===== src/rtl/writeback_arb_pkg.sv =====
// Shared definitions for the writeback arbiter.
// Holds the ROB tag and data widths, the source index constants and the
// buffered result entry type used by the per-source FIFOs and the arbiter.
package writeback_arb_pkg;

  localparam int ROB_W   = 4;
  localparam int DATA_W  = 32;
  localparam int NUM_SRC = 4;

  // Source indices; round-robin order follows the index order.
  localparam logic [1:0] SRC_ALU = 2'd0;
  localparam logic [1:0] SRC_MUL = 2'd1;
  localparam logic [1:0] SRC_MEM = 2'd2;
  localparam logic [1:0] SRC_BRU = 2'd3;

  typedef struct packed {
    logic [ROB_W-1:0]  dst_rob;
    logic [DATA_W-1:0] value;
    logic              lsmiss;
  } wb_entry_t;

  // Next source in round-robin order (wraps bru -> alu).
  function automatic logic [1:0] next_src(input logic [1:0] s);
    return s + 2'd1;
  endfunction

endpackage


===== src/rtl/writeback_arb_fifo.sv =====
// Per-source result buffer for the writeback arbiter.
//   i_clk     clock, all state on rising edge
//   i_resetn  synchronous active-low reset
//   i_flush   empties the buffer; wins over push and pop
//   i_push    write i_data (ignored while full)
//   i_pop     drop the head entry (ignored while empty)
//   i_data    entry to write
//   o_head    current head entry (valid when o_count != 0)
//   o_count   number of occupied entries, 0..DEPTH
//   o_readyn  buffer full, pushes refused
module writeback_arb_fifo
  import writeback_arb_pkg::*;
#(
  parameter int  DEPTH = 2,
  localparam int CW    = $clog2(DEPTH + 1),
  localparam int PW    = $clog2(DEPTH)
) (
  input  logic          i_clk,
  input  logic          i_resetn,
  input  logic          i_flush,
  input  logic          i_push,
  input  logic          i_pop,
  input  wb_entry_t     i_data,
  output wb_entry_t     o_head,
  output logic [CW-1:0] o_count,
  output logic          o_readyn
);

  wb_entry_t         r_mem [DEPTH];
  logic [PW-1:0]     r_wptr;
  logic [PW-1:0]     r_rptr;
  logic [CW-1:0]     r_count;
  logic              w_full;
  logic              w_empty;
  logic              w_push;
  logic              w_pop;

  // Full is decoded from the registered count only, so readyn never
  // depends combinationally on this cycle's inputs.
  assign w_full   = (r_count == CW'(DEPTH));
  assign w_empty  = (r_count == '0);
  assign w_push   = i_push & ~w_full  & ~i_flush;
  assign w_pop    = i_pop  & ~w_empty & ~i_flush;

  assign o_head   = r_mem[r_rptr];
  assign o_count  = r_count;
  assign o_readyn = w_full;

  // DEPTH is a power of two, so the pointers wrap by natural overflow.
  always_ff @(posedge i_clk) begin
    if (!i_resetn || i_flush) begin
      r_wptr  <= '0;
      r_rptr  <= '0;
      r_count <= '0;
    end else begin
      if (w_push) r_wptr <= r_wptr + PW'(1);
      if (w_pop)  r_rptr <= r_rptr + PW'(1);
      case ({w_push, w_pop})
        2'b10:   r_count <= r_count + CW'(1);
        2'b01:   r_count <= r_count - CW'(1);
        default: r_count <= r_count;
      endcase
    end
  end

  // Storage needs no reset: entries are only visible once counted.
  always_ff @(posedge i_clk) begin
    if (w_push && i_resetn) r_mem[r_wptr] <= i_data;
  end

endmodule


===== src/rtl/writeback_arb.sv =====
// Writeback arbiter: four execution pipes (alu, mul, mem, bru) each feed a
// small result FIFO; a round-robin arbiter pops one head per cycle onto the
// registered writeback bus (wb_*), which drives issue wake-up and the ROB.
//   clk, resetn        clock, synchronous active-low reset
//   snoop_hit          pipeline flush: empties all FIFOs, kills wb_en
//   <src>_valid/_dst_rob/_value   result from each pipe
//   mem_lsmiss         memory result missed (carried to wb_lsmiss)
//   <src>_readyn       per-source FIFO full, push refused
//   wb_en/_dst_rob/_value/_lsmiss  registered writeback
module writeback_arb
  import writeback_arb_pkg::*;
#(
  parameter int FIFO_DEPTH = 2
) (
  input  logic              clk,
  input  logic              resetn,
  input  logic              snoop_hit,
  input  logic              alu_valid,
  input  logic              mul_valid,
  input  logic              mem_valid,
  input  logic              bru_valid,
  input  logic [ROB_W-1:0]  alu_dst_rob,
  input  logic [ROB_W-1:0]  mul_dst_rob,
  input  logic [ROB_W-1:0]  mem_dst_rob,
  input  logic [ROB_W-1:0]  bru_dst_rob,
  input  logic [DATA_W-1:0] alu_value,
  input  logic [DATA_W-1:0] mul_value,
  input  logic [DATA_W-1:0] mem_value,
  input  logic [DATA_W-1:0] bru_value,
  input  logic              mem_lsmiss,
  output logic              alu_readyn,
  output logic              mul_readyn,
  output logic              mem_readyn,
  output logic              bru_readyn,
  output logic              wb_en,
  output logic [ROB_W-1:0]  wb_dst_rob,
  output logic [DATA_W-1:0] wb_value,
  output logic              wb_lsmiss
);

  localparam int CW = $clog2(FIFO_DEPTH + 1);

  logic      [NUM_SRC-1:0]         w_valid;
  wb_entry_t [NUM_SRC-1:0]         w_data;
  wb_entry_t [NUM_SRC-1:0]         w_head;
  logic      [NUM_SRC-1:0][CW-1:0] w_count;
  logic      [NUM_SRC-1:0]         w_readyn;
  logic      [NUM_SRC-1:0]         w_empty;
  logic      [NUM_SRC-1:0]         w_push;
  logic      [NUM_SRC-1:0]         w_pop;

  logic                            w_gnt_vld;
  logic      [1:0]                 w_gnt_idx;

  logic      [1:0]                 r_rr_ptr;   // first source to consider
  logic                            r_wb_en;
  wb_entry_t                       r_wb;

  // Gather per-source inputs; only the memory pipe can report a miss.
  assign w_valid = {bru_valid, mem_valid, mul_valid, alu_valid};
  assign w_data[SRC_ALU] = '{dst_rob: alu_dst_rob, value: alu_value, lsmiss: 1'b0};
  assign w_data[SRC_MUL] = '{dst_rob: mul_dst_rob, value: mul_value, lsmiss: 1'b0};
  assign w_data[SRC_MEM] = '{dst_rob: mem_dst_rob, value: mem_value, lsmiss: mem_lsmiss};
  assign w_data[SRC_BRU] = '{dst_rob: bru_dst_rob, value: bru_value, lsmiss: 1'b0};

  genvar g;
  generate
    for (g = 0; g < NUM_SRC; g++) begin : gen_src
      assign w_empty[g] = (w_count[g] == '0);
      // snoop_hit outranks push and pop; the FIFO also sees it as flush.
      assign w_push[g]  = w_valid[g] & ~w_readyn[g] & ~snoop_hit;
      assign w_pop[g]   = w_gnt_vld & (w_gnt_idx == 2'(g)) & ~snoop_hit;

      writeback_arb_fifo #(.DEPTH(FIFO_DEPTH)) u_fifo (
        .i_clk    (clk),
        .i_resetn (resetn),
        .i_flush  (snoop_hit),
        .i_push   (w_push[g]),
        .i_pop    (w_pop[g]),
        .i_data   (w_data[g]),
        .o_head   (w_head[g]),
        .o_count  (w_count[g]),
        .o_readyn (w_readyn[g])
      );
    end
  endgenerate

  // Round-robin search starting at r_rr_ptr; first non-empty source wins.
  always_comb begin
    logic [1:0] idx;
    w_gnt_vld = 1'b0;
    w_gnt_idx = '0;
    idx       = '0;
    for (int k = 0; k < NUM_SRC; k++) begin
      idx = r_rr_ptr + 2'(k);
      if (!w_gnt_vld && !w_empty[idx]) begin
        w_gnt_vld = 1'b1;
        w_gnt_idx = idx;
      end
    end
  end

  // Writeback register and arbiter pointer. Data holds when nothing is
  // granted or on a flush; only wb_en is cleared.
  always_ff @(posedge clk) begin
    if (!resetn) begin
      r_rr_ptr <= SRC_ALU;
      r_wb_en  <= 1'b0;
      r_wb     <= '0;
    end else if (snoop_hit) begin
      r_rr_ptr <= SRC_ALU;
      r_wb_en  <= 1'b0;
    end else begin
      r_wb_en <= w_gnt_vld;
      if (w_gnt_vld) begin
        r_wb     <= w_head[w_gnt_idx];
        r_rr_ptr <= next_src(w_gnt_idx);
      end
    end
  end

  assign alu_readyn = w_readyn[SRC_ALU];
  assign mul_readyn = w_readyn[SRC_MUL];
  assign mem_readyn = w_readyn[SRC_MEM];
  assign bru_readyn = w_readyn[SRC_BRU];

  assign wb_en      = r_wb_en;
  assign wb_dst_rob = r_wb.dst_rob;
  assign wb_value   = r_wb.value;
  assign wb_lsmiss  = r_wb.lsmiss;

endmodule


===== config.mk =====
export PLATFORM = sky130hd
export DESIGN_NAME = writeback_arb
export DESIGN_NICKNAME = d
export VERILOG_FILES = /design/src/rtl/writeback_arb_pkg.sv /design/src/rtl/writeback_arb_fifo.sv /design/src/rtl/writeback_arb.sv
export SDC_FILE = /design/constraint.sdc
export NUM_CORES = 1
export LEC_CHECK = 0
export BUFFER_PORTS_ARGS = -buffer_cell sky130_fd_sc_hd__buf_2
export CAP_MARGIN = 40
export CELL_PAD_IN_SITES_DETAIL_PLACEMENT = 1
export CELL_PAD_IN_SITES_GLOBAL_PLACEMENT = 2
export CORE_MARGIN = 2
export CORE_UTILIZATION = 45
export CTS_CLUSTER_DIAMETER = 40
export DETAILED_ROUTE_END_ITERATION = 8
export GPL_TIMING_DRIVEN = 0
export PLACE_DENSITY = 0.89
export SYNTH_ARGS = -nofsm -noshare
export SYNTH_HDL_FRONTEND = slang
export SYNTH_HIERARCHICAL = 1
export SYNTH_SLANG_ARGS = --single-unit

===== constraint.sdc =====
create_clock -name clk -period 8.2 [get_ports clk]
set_input_delay 0.41 -clock clk [delete_from_list [all_inputs] [get_ports clk]]
set_output_delay 0.41 -clock clk [all_outputs]
set_load 0.05 [all_outputs]

Yosys cells after proc, flatten, opt, wreduce, memory -nomap -nowiden:

Memories as Yosys holds them, arrays and structs flattened. A register that Yosys moved wholly into a read port is not among the register bits.
Cells that the tools add are included.

* register bits: 56
* RAM bits: 290
* bits of input ports: 152
* memories: 4

Memory list
* gen_src[2].u_fifo.r_mem: depth 2, bits a word 37, read ports 1, clocked after Yosys merged registers in 1, write ports 1, RTL line writeback_arb_fifo.sv:29 `wb_entry_t r_mem [DEPTH];`
* gen_src[0].u_fifo.r_mem: depth 2, bits a word 36, read ports 1, clocked after Yosys merged registers in 1, write ports 1, RTL line writeback_arb_fifo.sv:29
* gen_src[1].u_fifo.r_mem: depth 2, bits a word 36, read ports 1, clocked after Yosys merged registers in 1, write ports 1, RTL line writeback_arb_fifo.sv:29
* gen_src[3].u_fifo.r_mem: depth 2, bits a word 36, read ports 1, clocked after Yosys merged registers in 1, write ports 1, RTL line writeback_arb_fifo.sv:29

* add/subtract/negate cells: 20
* $lt $le $gt $ge: 5
* eq/ne operators: 15
* mux-type cells: 38
* bitwise gates (word level): 42
* reductions and logical operators: 25

Operator list (number)
* $bmux 37 s2: 1
* $mux 37: 1
* $and 1x1->1: 32
* $mux 1: 24
* $eq 2x2->1 const B: 10
* $pmux 2 s2: 4
* $lt 2x3->1 const B: 5
* $add 2x1->2 const B: 6
* $eq 2x1->1 const B: 5
* $logic_not 2->1: 5
* $not 1->1: 10
* $add 1x1->1 const B: 8
* $bmux 1 s2: 4
* $mux 2: 4
* $reduce_bool 2->1: 4
* $sub 2x1->2 const B: 4
* $logic_and 1x1->1: 7
* $logic_not 1->1: 6
* $add 2x2->2 const B: 2
* $reduce_and 2->1: 1
* $reduce_or 2->1: 1
* $logic_or 1x1->1: 1

Logic depth before layout (Yosys ltp):

Gate-level depths: netlist of the first run.

* depth in word-level cells: 19
* depth in mapped cells: 12
* gate-level depth less buffers: 10

Modules after synthesis:

The synthesis of the first run kept the hierarchy.

Modules (own cells, without submodules)
* writeback_arb_fifo (gen_src[1].u_fifo ...): instances 3, cells each 144, area each 2899.0 µm², seq. area each 2322.2 µm²
* writeback_arb_fifo (gen_src[0].u_fifo): instances 1, cells each 143, area each 2899.0 µm², seq. area each 2322.2 µm²
* writeback_arb: instances 1, cells each 291, area each 2603.7 µm², seq. area each 800.8 µm²

Worst setup path before layout of the first run:

Ideal clock, no wire load.

* path kind: reg2reg
* start point: reg gen_src[3].u_fifo.r_count[0]
* end point: mem gen_src[3].u_fifo/r_mem[0][0] (netlist name), enable pin
* library setup time: 477 ps
* arrival: 4007 ps
* data required time: 7723 ps
* path slack: 3715 ps
* cell stages (with the launch flop): 6
* period minus slack after synthesis: 4485 ps
* cells stage by stage: dfxtp_1 nand2b_1 inv_1 nor3b_1 nand2_1 nor3_1

* word-level cells in the longest chain between the ends: 9

Ends and longest elaborated chain
* from (decl): RTL line writeback_arb_fifo.sv:32 `logic [CW-1:0] r_count;`
* from (signal assigned): RTL line writeback_arb_fifo.sv:59 `2'b10: r_count <= r_count + CW'(1);`
* from (signal assigned): RTL line writeback_arb_fifo.sv:60 `2'b01: r_count <= r_count - CW'(1);`
* from (signal assigned): RTL line writeback_arb_fifo.sv:61 `default: r_count <= r_count;`
* $eq 2x2->1: RTL line writeback_arb_fifo.sv:40 `assign w_full = (r_count == CW'(DEPTH));`
* net bru_readyn: RTL line writeback_arb.sv:34 `output logic bru_readyn,`
* $not 1->1: RTL line writeback_arb.sv:71 `assign w_push[g] = w_valid[g] & ~w_readyn[g] & ~snoop_hit;`
* $and 1x1->1 (2 in a row): RTL line writeback_arb.sv:71
* net w_push[3]: RTL line writeback_arb.sv:49 `logic [NUM_SRC-1:0] w_push;`
* $and 1x1->1 (2 in a row): RTL line writeback_arb_fifo.sv:42 `assign w_push = i_push & ~w_full & ~i_flush;`
* $logic_and 1x1->1: RTL line writeback_arb_fifo.sv:68 `if (w_push && i_resetn) r_mem[r_wptr] <= i_data;`
* $mux 1: RTL line writeback_arb_fifo.sv:68
* $mux 1 (implied by the code): RTL line writeback_arb_fifo.sv:68
* to (decl): RTL line writeback_arb_fifo.sv:29

The timed path passes the listed nets, and every way through them passes these cells.

Final worst setup path of the first run:

* start point: reg gen_src[2].u_fifo.r_count[0]
* end point: reg gen_src[1].u_fifo.r_count[1]

* word-level cells in the longest chain between the ends: 19

Ends and longest elaborated chain
* from (decl): RTL line writeback_arb_fifo.sv:32
* from (signal assigned): RTL line writeback_arb_fifo.sv:59
* from (signal assigned): RTL line writeback_arb_fifo.sv:60
* from (signal assigned): RTL line writeback_arb_fifo.sv:61
* $logic_not 2->1 *: RTL line writeback_arb.sv:69 `assign w_empty[g] = (w_count[g] == '0);`
* $bmux 1 s2: RTL line writeback_arb.sv:96 `if (!w_gnt_vld && !w_empty[idx]) begin`
* $mux 1 (implied by the code): RTL line writeback_arb.sv:96
* $logic_not 1->1: RTL line writeback_arb.sv:96
* $logic_and 1x1->1: RTL line writeback_arb.sv:96
* $mux 1: RTL line writeback_arb.sv:96
* $logic_not 1->1: RTL line writeback_arb.sv:96
* $logic_and 1x1->1: RTL line writeback_arb.sv:96
* [3 not listed]
* $mux 2: RTL line writeback_arb.sv:96
* $eq 2x1->1: RTL line writeback_arb.sv:72 `assign w_pop[g] = w_gnt_vld & (w_gnt_idx == 2'(g)) & ~snoop_hit;`
* $and 1x1->1 * (2 in a row): RTL line writeback_arb.sv:72
* net w_pop[1]: RTL line writeback_arb.sv:50 `logic [NUM_SRC-1:0] w_pop;`
* $and 1x1->1 * (2 in a row): RTL line writeback_arb_fifo.sv:43 `assign w_pop = i_pop & ~w_empty & ~i_flush;`
* net gen_src[1].u_fifo.w_pop: RTL line writeback_arb_fifo.sv:36 `logic w_pop;`
* $eq 2x1->1 or $eq 2x2->1 (tied branches): RTL line writeback_arb_fifo.sv:58 `case ({w_push, w_pop})`
* $pmux 2 s2 or $reduce_bool 2->1 (tied branches)
* to (signal assigned): RTL line writeback_arb_fifo.sv:59
* to (signal assigned): RTL line writeback_arb_fifo.sv:60
* to (signal assigned): RTL line writeback_arb_fifo.sv:61
* to (decl): RTL line writeback_arb_fifo.sv:32

Mark *: on every way through the listed nets, which the timed path passes. The rest lies on a longest branch. The select of a mux whose other input is x is not followed.
A chain may end at the register's enable or synchronous reset.

==> results by group, run 1 <==
Status
  • Result of the run: complete, no violations

Timing
  • Final min period: approximately 3000 ps
  • Worst relative slew slack: 0.522
  • Least-Margin Pin Slew: roughly 700 ps
  • Number of hold-slack violations in the final timing report: 0
  • Max Slew Vio Count: 0
  • Setup violation total in the final timing report: 0
  • Highest achievable clock rate: ~0.33 GHz
  • Unrepaired setup endpoints after global routing: false
  • Final period utilization: 0.371
  • Setup skew after layout: 12.8 ps
  • Total negative setup slack: 0 ps

Clock network
  • Cts bufs inserted: ~50
  • Clock latency of the later-clocked register in the worst-skew pair: 540 ps
  • Deepest level of the CTS H-tree: 2
  • Root cell of the clock tree: clkbuf_16
  • Clock Tree Buf Depth: 3
  • Post-CTS Resized: 0
  • Total clock sinks: 356
  • Count of buffers added by post-CTS timing repair for setup: 0
  • Clk pin slew, worst setup/hold paths: 60 ps
  • Post-CTS Hold Buffers: 0
  • Clock tree from TritonCTS: yes

Worst hold path
  • Path class of the lowest-slack min-delay path: input port to flop

Drt
  • Post-route DRC: 0
  • Routed wire length: 37.7 mm
  • DRC violation total after the first TritonRoute iteration: 440
  • Number of vias in the routed layout: 8587
  • Mean number of vias per cell: about 5.4
  • Average routed wire per standard cell: 23.8 um
  • Initial DRT Pass Iterations: 5
  • Antenna-violating nets left: 0

Setup path
  • Startpoint kind of the worst setup timing path: flop
  • Arrival time of data at the critical path endpoint: 3510 ps
  • Kind of end point of the critical path: flop
  • Critical Setup Path Class: flop to flop
  • Crit path required time: slightly below 9000 ps
  • CP Max Fanout: 10

Power
  • Leak Pwr: 6.65 nW
  • Ratio of total power to cell area: about 250 mW/mm^2
  • VDD IR-drop max: roughly 0.00017 V

Synthesis
  • Leading post-synthesis cells by instance count: edfxtp_1, mux2_2, nand3_1
  • Async set or reset register ratio after synthesis: 0
  • Cell types occupying the most area after synthesis: edfxtp_1, mux2_2, dfxtp_1
  • Distinct cell type count of the synthesized netlist: 42
  • Dominant cell type by area after synthesis: edfxtp_1
  • Synthesized cell area: 0.0142 sq mm
  • Number of synthesized flops with an enable pin: 296
  • Post-synth top area share: 0.626
  • Mean cell area of the mapped netlist: 16.4 sq um
  • Post-Syn Instances: 866
  • Most frequent cell after synthesis: edfxtp_1
  • Top FF cell, synth: edfxtp_1
  • Ys Warns: 6
  • Sequential cell area fraction in the yosys report: 0.711
  • Number of synthesized register bits: 356

Global route
  • Via count of the first global-routing pass: between 9000 and 10000
  • Largest net degree at the start of global routing: 15
  • Antenna violations before repair: 1
  • Remaining global-route overflow: 0
  • First-pass GRT wire length: 56.4 mm
  • Combined global-route utilization of all metal layers: 0.229

Final layout
  • Synth-to-Final Area Change: 24.7%
  • Final cell utilization of the core: 0.565
  • Final standard cell count with taps included and fillers excluded: 1588
  • Antenna diode count: 0
  • Layout net count: 1301
  • Fraction of layout cells with a size suffix above 1: 0.447

Floorplan
  • Chip height: 182 um
  • Placement row count: between 60 and 70
  • Width of the die: between 150 and 200 um
  • Full die area: roughly 0.033 sq mm
  • Core Box Area: between 0.03 and 0.04 sq mm
  • I/O pin cnt: 194
  • Effective utilization at floorplan: 0.454

Place
  • # placed instances: approximately 1500
  • Number of port buffers: 193
  • DP HPWL: ~28 mm
  • Global placement routability congestion: 0.837

Run
  • Total of max-cap violations: 0
metrics by stage:
| step | setup WS [ps] | hold WS (ps) | area, sq um | total power, mW |
|---|---|---|---|---|
| 2_1_floorplan | 3720 | 472 | 14200 | 2.14 |
| 4_1_cts | 5150 | 35.6 | 17700 | 4.41 |
| 5_1_grt | 5020 | 36.8 | 17700 | 4.51 |
| 3_3_place_gp | 1610 | 440 | 15700 | 2.23 |
| 3_5_place_dp | 5010 | 456 | 16000 | 2.24 |
| 6_report | 5160 | 60.0 | 17700 | 4.37 |
worst max-delay path, cell delays in order, from the launching register on:
cell,delay (ps)
dfxtp_1,480
nor2_1,130
or4_4,440
nand3_2,130
buf_6,220
buf_2,340
nor3_1,100
o21ai_0,190
nor2_1,90
ha_1,340
or3_1,360
a21oi_1,150
where the power goes:
part	leakage, nW	total (mW)	switching (mW)	internal, mW
logic	2.66	0.206	0.134	0.0719
registers	3.16	2.00	0.0123	1.99
clock network	0.836	2.17	0.822	1.34
total	6.65	4.37	0.968	3.40
final timing paths:
path / start / to / slack (ps) / cells past startpoint
setup reg to reg: gen_src[2].u_fifo/o_count[0]$_SDFFE_PP0P_ / gen_src[1].u_fifo/o_count[1]$_SDFFE_PP0P_ / 5160 / 11
hold / removal: mem_value[29] / gen_src[2].u_fifo/r_mem[0][30]$_DFFE_PP_ / 60 / 1
setup / recovery: gen_src[2].u_fifo/o_count[0]$_SDFFE_PP0P_ / gen_src[1].u_fifo/o_count[1]$_SDFFE_PP0P_ / 5160 / 11
hold reg to reg: wb_value[10]$_SDFFE_PN0P_ / wb_value[10]$_SDFFE_PN0P_ / 470 / 2
final cells by class:
class                           instances  area [sq um]
Buffer                                 44           318
Clock buffer                           57          1330
Clock inverter                         35           388
Fill cell                            3006         13600
Inverter                               11          41.3
Multi-Input combinational cell        460          3810
Sequential cell                       356         10100
Tap cell                              402           503
Timing Repair Buffer                  223          1220
flip-flops by register name, summed over array words and instances (netlist names), named ones only:
signal                  count
wb_lsmiss                   1
wb_dst_rob                  4
gen_src.u_fifo/r_rptr       4
gen_src.u_fifo/r_mem      296
gen_src.u_fifo/o_count      8
gen_src.u_fifo/r_wptr       4
wb_value                   32
wb_en                       1
r_rr_ptr                    2
layer usage:
metal	routed length, um	track usage	vias up	part of all wire
met5	13	0	-	0.00034
met4	851	0.0624	2	0.023
met3	2060	0.0425	54	0.055
met2	19200	0.403	251	0.51
met1	15600	0.291	4348	0.41
li1	-	-	3932	-
kinds of logic after synthesis:
group | after synthesis | synth area share
DFF | 356 | 0.711
muxes | 185 | 0.143
and+or+nand+nor | 183 | 0.0630
AOI/OAI and AO/OA | 69 | 0.0459
buffers and inverters | 55 | 0.0253
xor gates and xnor gates | 13 | 0.00802
adders and majority gates | 4 | 0.00352
other | 1 | 0.000264
cells in the final DEF (no fill, tap or decap), types with 7 or more instances in the layout:
cell type	instances
buf_4	37
o2111ai_1	17
buf_6	14
dfxtp_1	60
clkinv_4	9
inv_1	11
mux2i_1	37
nor3_2	8
clkbuf_16	51
o2111ai_2	20
buf_2	211
mux2_2	148
nand2_1	45
a21oi_1	11
nand3_1	81
xor2_1	8
edfxtp_1	296
o21ai_0	8
nor2_1	22
inv_6	7
Note: power is estimated with default switching activity, not from simulation.
==> run 2: changes to the inputs <==
ABC_AREA = 1   (was unset)
CORE_UTILIZATION = 40   (was 45)
PLACE_DENSITY = 0.84   (was 0.89)
clock period = 3.1 ns   (was 8.2 ns; I/O delays follow)
==> results by group, run 2 <==
Status
  • Result of the run: complete, no violations (unchanged)

Timing
  • Final period utilization: 0.920 (was 0.371)
  • Least-Margin Pin Slew: 594 ps (was 714 ps)
  • Worst relative slew slack: 0.604 (was 0.522)
  • Setup skew after layout: 27.7 ps (was 12.8 ps)
  • Unrepaired setup endpoints after global routing: true (was false)
  • Final min period: 2850 ps (was 3040 ps)
  • Setup violation total in the final timing report: 0 (unchanged)
  • Highest achievable clock rate: 0.351 GHz (was 0.329 GHz)
  • Number of hold-slack violations in the final timing report: 0 (unchanged)
  • Max Slew Vio Count: 0 (unchanged)

Clock network
  • Deepest level of the CTS H-tree: 2 (unchanged)
  • Clock Tree Buf Depth: 3 (unchanged)
  • Cts bufs inserted: 55 (was 49)
  • Clk pin slew, worst setup/hold paths: 60 ps (about the same)
  • Total clock sinks: 356 (unchanged)
  • Clock tree from TritonCTS: yes (unchanged)
  • Clock latency of the later-clocked register in the worst-skew pair: 590 ps (was 540 ps)
  • Root cell of the clock tree: clkbuf_16 (unchanged)

Synthesis
  • Ys Warns: 6 (unchanged)
  • Mean cell area of the mapped netlist: 12.5 sq um (was 16.4 sq um)
  • Dominant cell type by area after synthesis: edfxtp_1 (unchanged)
  • Post-Syn Instances: 1261 (was 866)
  • Async set or reset register ratio after synthesis: 0 (unchanged)
  • Post-synth top area share: 0.565 (was 0.626)
  • Sequential cell area fraction in the yosys report: 0.641 (was 0.711)
  • Most frequent cell after synthesis: edfxtp_1 (unchanged)
  • Cell types occupying the most area after synthesis: edfxtp_1, mux2_4, dfxtp_1 (was edfxtp_1, mux2_2, dfxtp_1)
  • Number of synthesized register bits: 356 (unchanged)
  • Top FF cell, synth: edfxtp_1 (unchanged)
  • Synthesized cell area: 0.0157 sq mm (was 0.0142 sq mm)
  • Number of synthesized flops with an enable pin: 296 (unchanged)
  • Distinct cell type count of the synthesized netlist: 30 (was 42)
  • Leading post-synthesis cells by instance count: edfxtp_1, nand2_1, nand3_1 (was edfxtp_1, mux2_2, nand3_1)

Floorplan
  • I/O pin cnt: 194 (unchanged)
  • Placement row count: 72 (was 65)
  • Width of the die: 202 um (was 182 um)
  • Chip height: 202 um (was 182 um)
  • Effective utilization at floorplan: 0.406 (was 0.454)
  • Core Box Area: 0.0387 sq mm (was 0.0313 sq mm)
  • Full die area: 0.0410 sq mm (was 0.0330 sq mm)

Place
  • # placed instances: 1993 (was 1496)
  • Number of port buffers: 193 (unchanged)
  • Instance area after placement: 0.0177 sq mm (was 0.0160 sq mm)
  • DP HPWL: 31.5 mm (was 27.5 mm)
  • Global placement routability congestion: 0.836 (was 0.837)

Setup path
  • Sum of buffers and inverters on the critical path: 5 (was 2)
  • Startpoint kind of the worst setup timing path: flop (unchanged)
  • Kind of end point of the critical path: flop (unchanged)
  • Crit path required time: 3570 ps (was 8670 ps)
  • Cell at the slowest stage of the critical path: dfxtp_1 (unchanged)
  • CP Max Fanout: 10 (unchanged)
  • Critical Setup Path Class: flop to flop (unchanged)
  • Crit path cell chain: buf_6 > inv_4 > nand2_1 > nand3_1 > nand2_2 > nor2_4 > nand3_2 > nand2_2 > nand2_4 > buf_8 > buf_4 > nor3_4 > o21ai_2 > nor2_1 > ha_1 > inv_1 > nand3_1 > nor2_1 > nor2_1 (was nor2_1 > or4_4 > nand3_2 > buf_6 > buf_2 > nor3_1 > o21ai_0 > nor2_1 > ha_1 > or3_1 > a21oi_1)
  • Largest stage delay on the critical path: 300 ps (was 480 ps)
  • Arrival time of data at the critical path endpoint: 3320 ps (was 3510 ps)
  • Cell family with most CP delay: simple AND/OR/NAND/NOR gates (unchanged)
  • Most frequent cell on the critical path: nor2_1 (unchanged)

Drt
  • Initial DRT Pass Iterations: 5 (unchanged)
  • Number of vias in the routed layout: 10900 (was 8587)
  • DRC violation total after the first TritonRoute iteration: 480 (was 440)
  • Routed wire length: 44.5 mm (was 37.7 mm)
  • Mean number of vias per cell: 4.87 (was 5.41)
  • Average routed wire per standard cell: 19.8 um (was 23.8 um)
  • Antenna-violating nets left: 0 (unchanged)
  • Post-route DRC: 0 (unchanged)

Global route
  • Combined global-route utilization of all metal layers: 0.220 (was 0.229)
  • Antenna violations before repair: 2 (was 1)
  • First-pass GRT wire length: 67.8 mm (was 56.4 mm)
  • Remaining global-route overflow: 0 (unchanged)
  • Via count of the first global-routing pass: 11800 (was 9417)
  • Largest net degree at the start of global routing: 19 (was 15)

Power
  • Reported net switching power: 4.84 mW (was 0.968 mW)
  • Share of power burned in the clock network: 0.416 (was 0.496)
  • Total power of the final layout: 15.2 mW (was 4.37 mW)
  • Portion of total power attributed to sequential cells: 0.360 (was 0.457)
  • Sw Share: 0.318 (was 0.221)
  • Comb pwr share: 0.224 (was 0.047)
  • Leak Pwr: 8.74 nW (was 6.65 nW)
  • VDD IR-drop max: 0.000600 V (was 0.000174 V)
  • Ratio of total power to cell area: 720 mW/mm^2 (was 247 mW/mm^2)
  • Internal power component: 10.4 mW (was 3.40 mW)

Final layout
  • Fraction of layout cells with a size suffix above 1: 0.311 (was 0.447)
  • Largest register by flop count: gen_src.u_fifo/r_mem (unchanged)
  • Max reg flops: 296 (unchanged)
  • Final standard cell count with taps included and fillers excluded: 2244 (was 1588)
  • Commonest cells after routing, fill and taps aside: edfxtp_1, buf_2, nand2_1 (was edfxtp_1, buf_2, mux2_2)
  • Synth-to-Final Area Change: 34.5% (was 24.7%)
  • Layout net count: 1834 (was 1301)
  • Fill cells: 4023 (was 3006)
  • Final design instance area without fill: 0.0212 sq mm (was 0.0177 sq mm)
  • Commonest non-fill, non-tap cell in the layout: edfxtp_1 (unchanged)
  • Final cell utilization of the core: 0.546 (was 0.565)

Worst hold path
  • Path class of the lowest-slack min-delay path: input port to flop (unchanged)

Run
  • Total of max-cap violations: 0 (unchanged)
==> run 2: cell types whose count changed after synthesis, moves of 10 or more <==
| cell | before | now |
|---|---|---|
| nand3_1 | 81 | 160 |
| a21oi_1 | 11 | 22 |
| o2111ai_2 | 20 | 0 |
| mux2i_1 | 37 | 0 |
| o2111ai_1 | 17 | 0 |
| inv_1 | 11 | 132 |
| nand2_1 | 45 | 209 |
| mux2_2 | 148 | 28 |
| buf_4 | 16 | 3 |
| nor2_1 | 22 | 123 |
| mux2_4 | 0 | 120 |
| buf_12 | 2 | 12 |
==> run 2: path summary, 6_finish.rpt <==
kind | end | from | cells after the start | slack, ps
setup reg to reg | gen_src[1].u_fifo/o_count[1]$_SDFFE_PP0P_ | r_rr_ptr[0]$_SDFFE_PP0N_ | 19 | 250
hold reg to reg | wb_dst_rob[1]$_SDFFE_PN0P_ | wb_dst_rob[1]$_SDFFE_PN0P_ | 2 | 500
setup / recovery | gen_src[1].u_fifo/o_count[1]$_SDFFE_PP0P_ | r_rr_ptr[0]$_SDFFE_PP0N_ | 19 | 250
hold / removal | gen_src[3].u_fifo/r_wptr$_SDFFE_PP0P_ | bru_valid | 6 | 90
==> run 2: power by group through the flow <==
stage / Clock [mW] / Combinational [mW] / Sequential [mW]
after floorplan: 0 / 1.68 / 5.96
after global placement: 0 / 3.14 / 5.58
after detailed placement: 0 / 3.23 / 5.58
after CTS: 6.44 / 3.40 / 5.49
after global routing: 6.65 / 3.72 / 5.50
final: 6.33 / 3.40 / 5.49
==> run 2: layout make-up <==
class	instances	area, sq um	share of cell area
Multi-Input combinational cell	715	4740	0.224
Tap cell	518	648	0.0306
Clock buffer	64	1460	0.0690
Inverter	134	505	0.0239
Clock inverter	39	455	0.0215
Timing Repair Buffer	355	2690	0.127
Sequential cell	356	10100	0.477
Buffer	61	571	0.0270
Antenna cell	2	5.00	0.000236
==> run 2: layer usage <==
| layer | global-route usage | vias to the layer above | wire, um |
|---|---|---|---|
| li1 | - | 5183 | - |
| met1 | 0.274 | 5419 | 18700 |
| met2 | 0.391 | 266 | 22800 |
| met3 | 0.0361 | 69 | 1950 |
| met4 | 0.0709 | 0 | 1100 |
| met5 | 0 | - | 0 |
==> run 2: worst register-to-register path: cells and delay by family (launching register included) <==
family                     cells  cell delay [ps]
adders and majority gates      1              270
DFF                            1              300
AOI/OAI and AO/OA              1              120
buffers and inverters          5              640
and+or+nand+nor               12             1400
==> run 2: cells by family (layout without fill, tap and decap cells) <==
group / count (synthesis) / in the layout / synth area share
AO/OA/AOI/OAI: 36 / 36 / 0.0116
adder cells (fa/ha/maj): 4 / 4 / 0.00318
buffers and inverters: 195 / 653 / 0.0676
flip-flops: 356 / 356 / 0.641
multiplexers: 148 / 148 / 0.134
other: 1 / 8 / 0.000238
AND/OR/NAND/NOR: 521 / 521 / 0.142
==> run 2: metrics by stage <==
stage	setup WS, ps	TNS [ps]	hold WS, ps
final	249	0	89.3
after detailed placement	-263	-401	346
after floorplan	94.0	0	254
after global routing	-14.2	-20.2	101
after global placement	-1000	-281430	344
after CTS	7.97	0	63.2
==> run 2: repair_timing <==
item / 4_1_cts / 5_1_grt
pin swaps: 0 / 2
endpoints found under the hold margin: 290 / 0
endpoints found under the setup margin: 2 / 8
gates resized for setup: 2 / 18
hold buffers: 145 / 0
setup buffers: 0 / 1
==> run 3: changes to the inputs <==
CORE_UTILIZATION = 41   (was 40)
CTS_BUF_LIST = sky130_fd_sc_hd__clkbuf_8   (was unset)
PLACE_DENSITY = 0.86   (was 0.84)
==> results by group, run 3 (synthesis gave the netlist of run 2 again) <==
Final layout
  • Max reg flops: 296 (unchanged)
  • Multi-input gate area in the final layout: 0.00473 sq mm (was 0.00474 sq mm)
  • Commonest non-fill, non-tap cell in the layout: edfxtp_1 (unchanged)
  • Final standard cell count with taps included and fillers excluded: 2247 (was 2244)
  • Commonest cells after routing, fill and taps aside: edfxtp_1, buf_2, nand2_1 (unchanged)
  • Fill cells: 3920 (was 4023)
  • Final design instance area without fill: 0.0205 sq mm (was 0.0212 sq mm)
  • Largest register by flop count: gen_src.u_fifo/r_mem (unchanged)
  • Final cell utilization of the core: 0.544 (was 0.546)
  • Layout net count: 1840 (was 1834)
  • Fraction of layout cells with a size suffix above 1: 0.300 (was 0.311)
  • Sequential cell area: 0.0101 sq mm (unchanged)
  • Synth-to-Final Area Change: 30.5% (was 34.5%)

Global route
  • Remaining global-route overflow: 0 (unchanged)
  • Via count of the first global-routing pass: 12100 (was 11800)
  • Antenna violations before repair: 2 (unchanged)
  • Largest net degree at the start of global routing: 19 (unchanged)
  • Combined global-route utilization of all metal layers: 0.230 (was 0.220)
  • First-pass GRT wire length: 67.9 mm (was 67.8 mm)

Setup path
  • Critical Setup Path Class: flop to flop (unchanged)
  • Crit path required time: 3630 ps (was 3570 ps)
  • Startpoint kind of the worst setup timing path: flop (unchanged)
  • Largest stage delay on the critical path: 330 ps (was 300 ps)
  • Most frequent cell on the critical path: nor2_1 (unchanged)
  • CP Max Fanout: 10 (unchanged)
  • Cell at the slowest stage of the critical path: dfxtp_1 (unchanged)
  • Crit path cell chain: buf_6 > inv_4 > nand2_1 > nand3_2 > nand2_2 > nor2_1 > nor2_1 > nand2_2 > nand2_2 > buf_6 > buf_6 > nand2_1 > nor3_1 > o21ai_1 > nor2_1 > ha_1 > inv_1 > nand3_1 > nor2_1 > nor2_1 (was buf_6 > inv_4 > nand2_1 > nand3_1 > nand2_2 > nor2_4 > nand3_2 > nand2_2 > nand2_4 > buf_8 > buf_4 > nor3_4 > o21ai_2 > nor2_1 > ha_1 > inv_1 > nand3_1 > nor2_1 > nor2_1)
  • Arrival time of data at the critical path endpoint: 3360 ps (was 3320 ps)
  • Kind of end point of the critical path: flop (unchanged)

Timing
  • Highest achievable clock rate: 0.352 GHz (was 0.351 GHz)
  • Final period utilization: 0.916 (was 0.920)
  • Setup skew after layout: 41.4 ps (was 27.7 ps)
  • Worst relative slew slack: 0.560 (was 0.604)
  • Max Slew Vio Count: 0 (unchanged)
  • Setup violation total in the final timing report: 0 (unchanged)
  • Least-Margin Pin Slew: 658 ps (was 594 ps)
  • Number of hold-slack violations in the final timing report: 0 (unchanged)
  • Fin worst setup slack: 262 ps (was 249 ps)
  • Final min period: 2840 ps (was 2850 ps)

Clock network
  • Clock latency of the later-clocked register in the worst-skew pair: 670 ps (was 590 ps)
  • Clock tree from TritonCTS: yes (unchanged)
  • Clk pin slew, worst setup/hold paths: 60 ps (about the same)
  • Cts bufs inserted: 61 (was 55)
  • Clock Tree Buf Depth: 3 (unchanged)
  • Total clock sinks: 356 (unchanged)
  • Deepest level of the CTS H-tree: 2 (unchanged)
  • Root cell of the clock tree: clkbuf_8 (was clkbuf_16)

Drt
  • Post-route DRC: 0 (unchanged)
  • Initial DRT Pass Iterations: 4 (was 5)
  • Antenna-violating nets left: 0 (unchanged)
  • Number of vias in the routed layout: 10900 (about the same)
  • Mean number of vias per cell: 4.86 (was 4.87)
  • Average routed wire per standard cell: 20.1 um (was 19.8 um)
  • DRC violation total after the first TritonRoute iteration: 408 (was 480)
  • Routed wire length: 45.2 mm (was 44.5 mm)

Power
  • VDD IR-drop max: 0.000383 V (was 0.000600 V)
  • Share of power burned in the clock network: 0.338 (was 0.416)
  • Internal power component: 8.99 mW (was 10.4 mW)
  • Sw Share: 0.329 (was 0.318)
  • Leak Pwr: 8.55 nW (was 8.74 nW)
  • Comb pwr share: 0.253 (was 0.224)
  • Total power of the final layout: 13.4 mW (was 15.2 mW)
  • Reported net switching power: 4.42 mW (was 4.84 mW)
  • Ratio of total power to cell area: 653 mW/mm^2 (was 720 mW/mm^2)
  • Portion of total power attributed to sequential cells: 0.409 (was 0.360)

Place
  • DP HPWL: 31.8 mm (was 31.5 mm)
  • # placed instances: 1986 (was 1993)
  • Instance area after placement: 0.0177 sq mm (about the same)
  • Global placement routability congestion: 0.842 (was 0.836)
  • Worst slack, placed: -21.6 ps (was -263 ps)
  • Number of port buffers: 193 (unchanged)

Floorplan
  • I/O pin cnt: 194 (unchanged)
  • Placement row count: 71 (was 72)
  • Effective utilization at floorplan: 0.417 (was 0.406)
  • Core Box Area: 0.0378 sq mm (was 0.0387 sq mm)
  • Full die area: 0.0400 sq mm (was 0.0410 sq mm)
  • Chip height: 200 um (was 202 um)
  • Width of the die: 200 um (was 202 um)

Status
  • Result of the run: complete, no violations (unchanged)

Worst hold path
  • Path class of the lowest-slack min-delay path: input port to flop (unchanged)

Run
  • Total of max-cap violations: 0 (unchanged)
-- run 3: area by class of cell --
class                      count  share of cell area
tap                          511              0.0311
timing repair buffer         355               0.132
multi-input combinational    715               0.230
inverter                     134              0.0246
sequential                   356               0.491
antenna                        2            0.000244
clock buffer                  67              0.0449
buffer                        61              0.0276
clock inverter                46              0.0184
-- run 3: path summary, 6_finish.rpt --
kind	from	endpoint	slack [ps]	depth (start not counted)
worst max-delay path	r_rr_ptr[0]$_SDFFE_PP0N_	gen_src[0].u_fifo/o_count[1]$_SDFFE_PP0P_	260	20
worst min-delay path	mem_valid	gen_src[2].u_fifo/r_wptr$_SDFFE_PP0P_	60	6
worst max register to register	r_rr_ptr[0]$_SDFFE_PP0N_	gen_src[0].u_fifo/o_count[1]$_SDFFE_PP0P_	260	20
worst min register to register	wb_dst_rob[0]$_SDFFE_PN0P_	wb_dst_rob[0]$_SDFFE_PN0P_	510	2
-- run 3: critical path: cells and delay by family, from the launching register on --
| kind | cells | cell delay [ps] |
|---|---|---|
| AO/OA/AOI/OAI | 1 | 130 |
| buffers and inverters | 5 | 640 |
| adder cells (fa/ha/maj) | 1 | 260 |
| AND/OR/NAND/NOR | 13 | 1340 |
| flip-flops | 1 | 330 |
-- run 3: routing by layer --
metal,vias to the layer above,wire [um],track usage
li1,5173,-,-
met1,5376,18400,0.276
met2,283,23400,0.414
met3,96,1960,0.0366
met4,0,1420,0.0908
met5,-,0,0
-- run 3: repair_timing --
item | CTS | global route
resized for setup | 1 | 16
setup buffers | 0 | 0
endpoints found under the setup margin | 1 | 7
pin swaps | 0 | 2
hold buffers | 146 | 0
endpoints found under the hold margin | 291 | 0
-- run 3: through the flow --
stage	hold slack (ps)	TNS (ps)
final	57.3	0
after global routing	61.0	-48.9
after CTS	9.02	0
after detailed placement	348	-21.6
after global placement	344	-281050
after floorplan	254	0
-- run 3: power by group through the flow --
stage	Clock, mW	Sequential, mW	Combinational, mW
6_report	4.53	5.49	3.39
5_1_grt	4.84	5.49	3.71
4_1_cts	4.63	5.48	3.40
3_5_place_dp	0	5.58	3.23
3_3_place_gp	0	5.58	3.14
2_1_floorplan	0	5.96	1.68
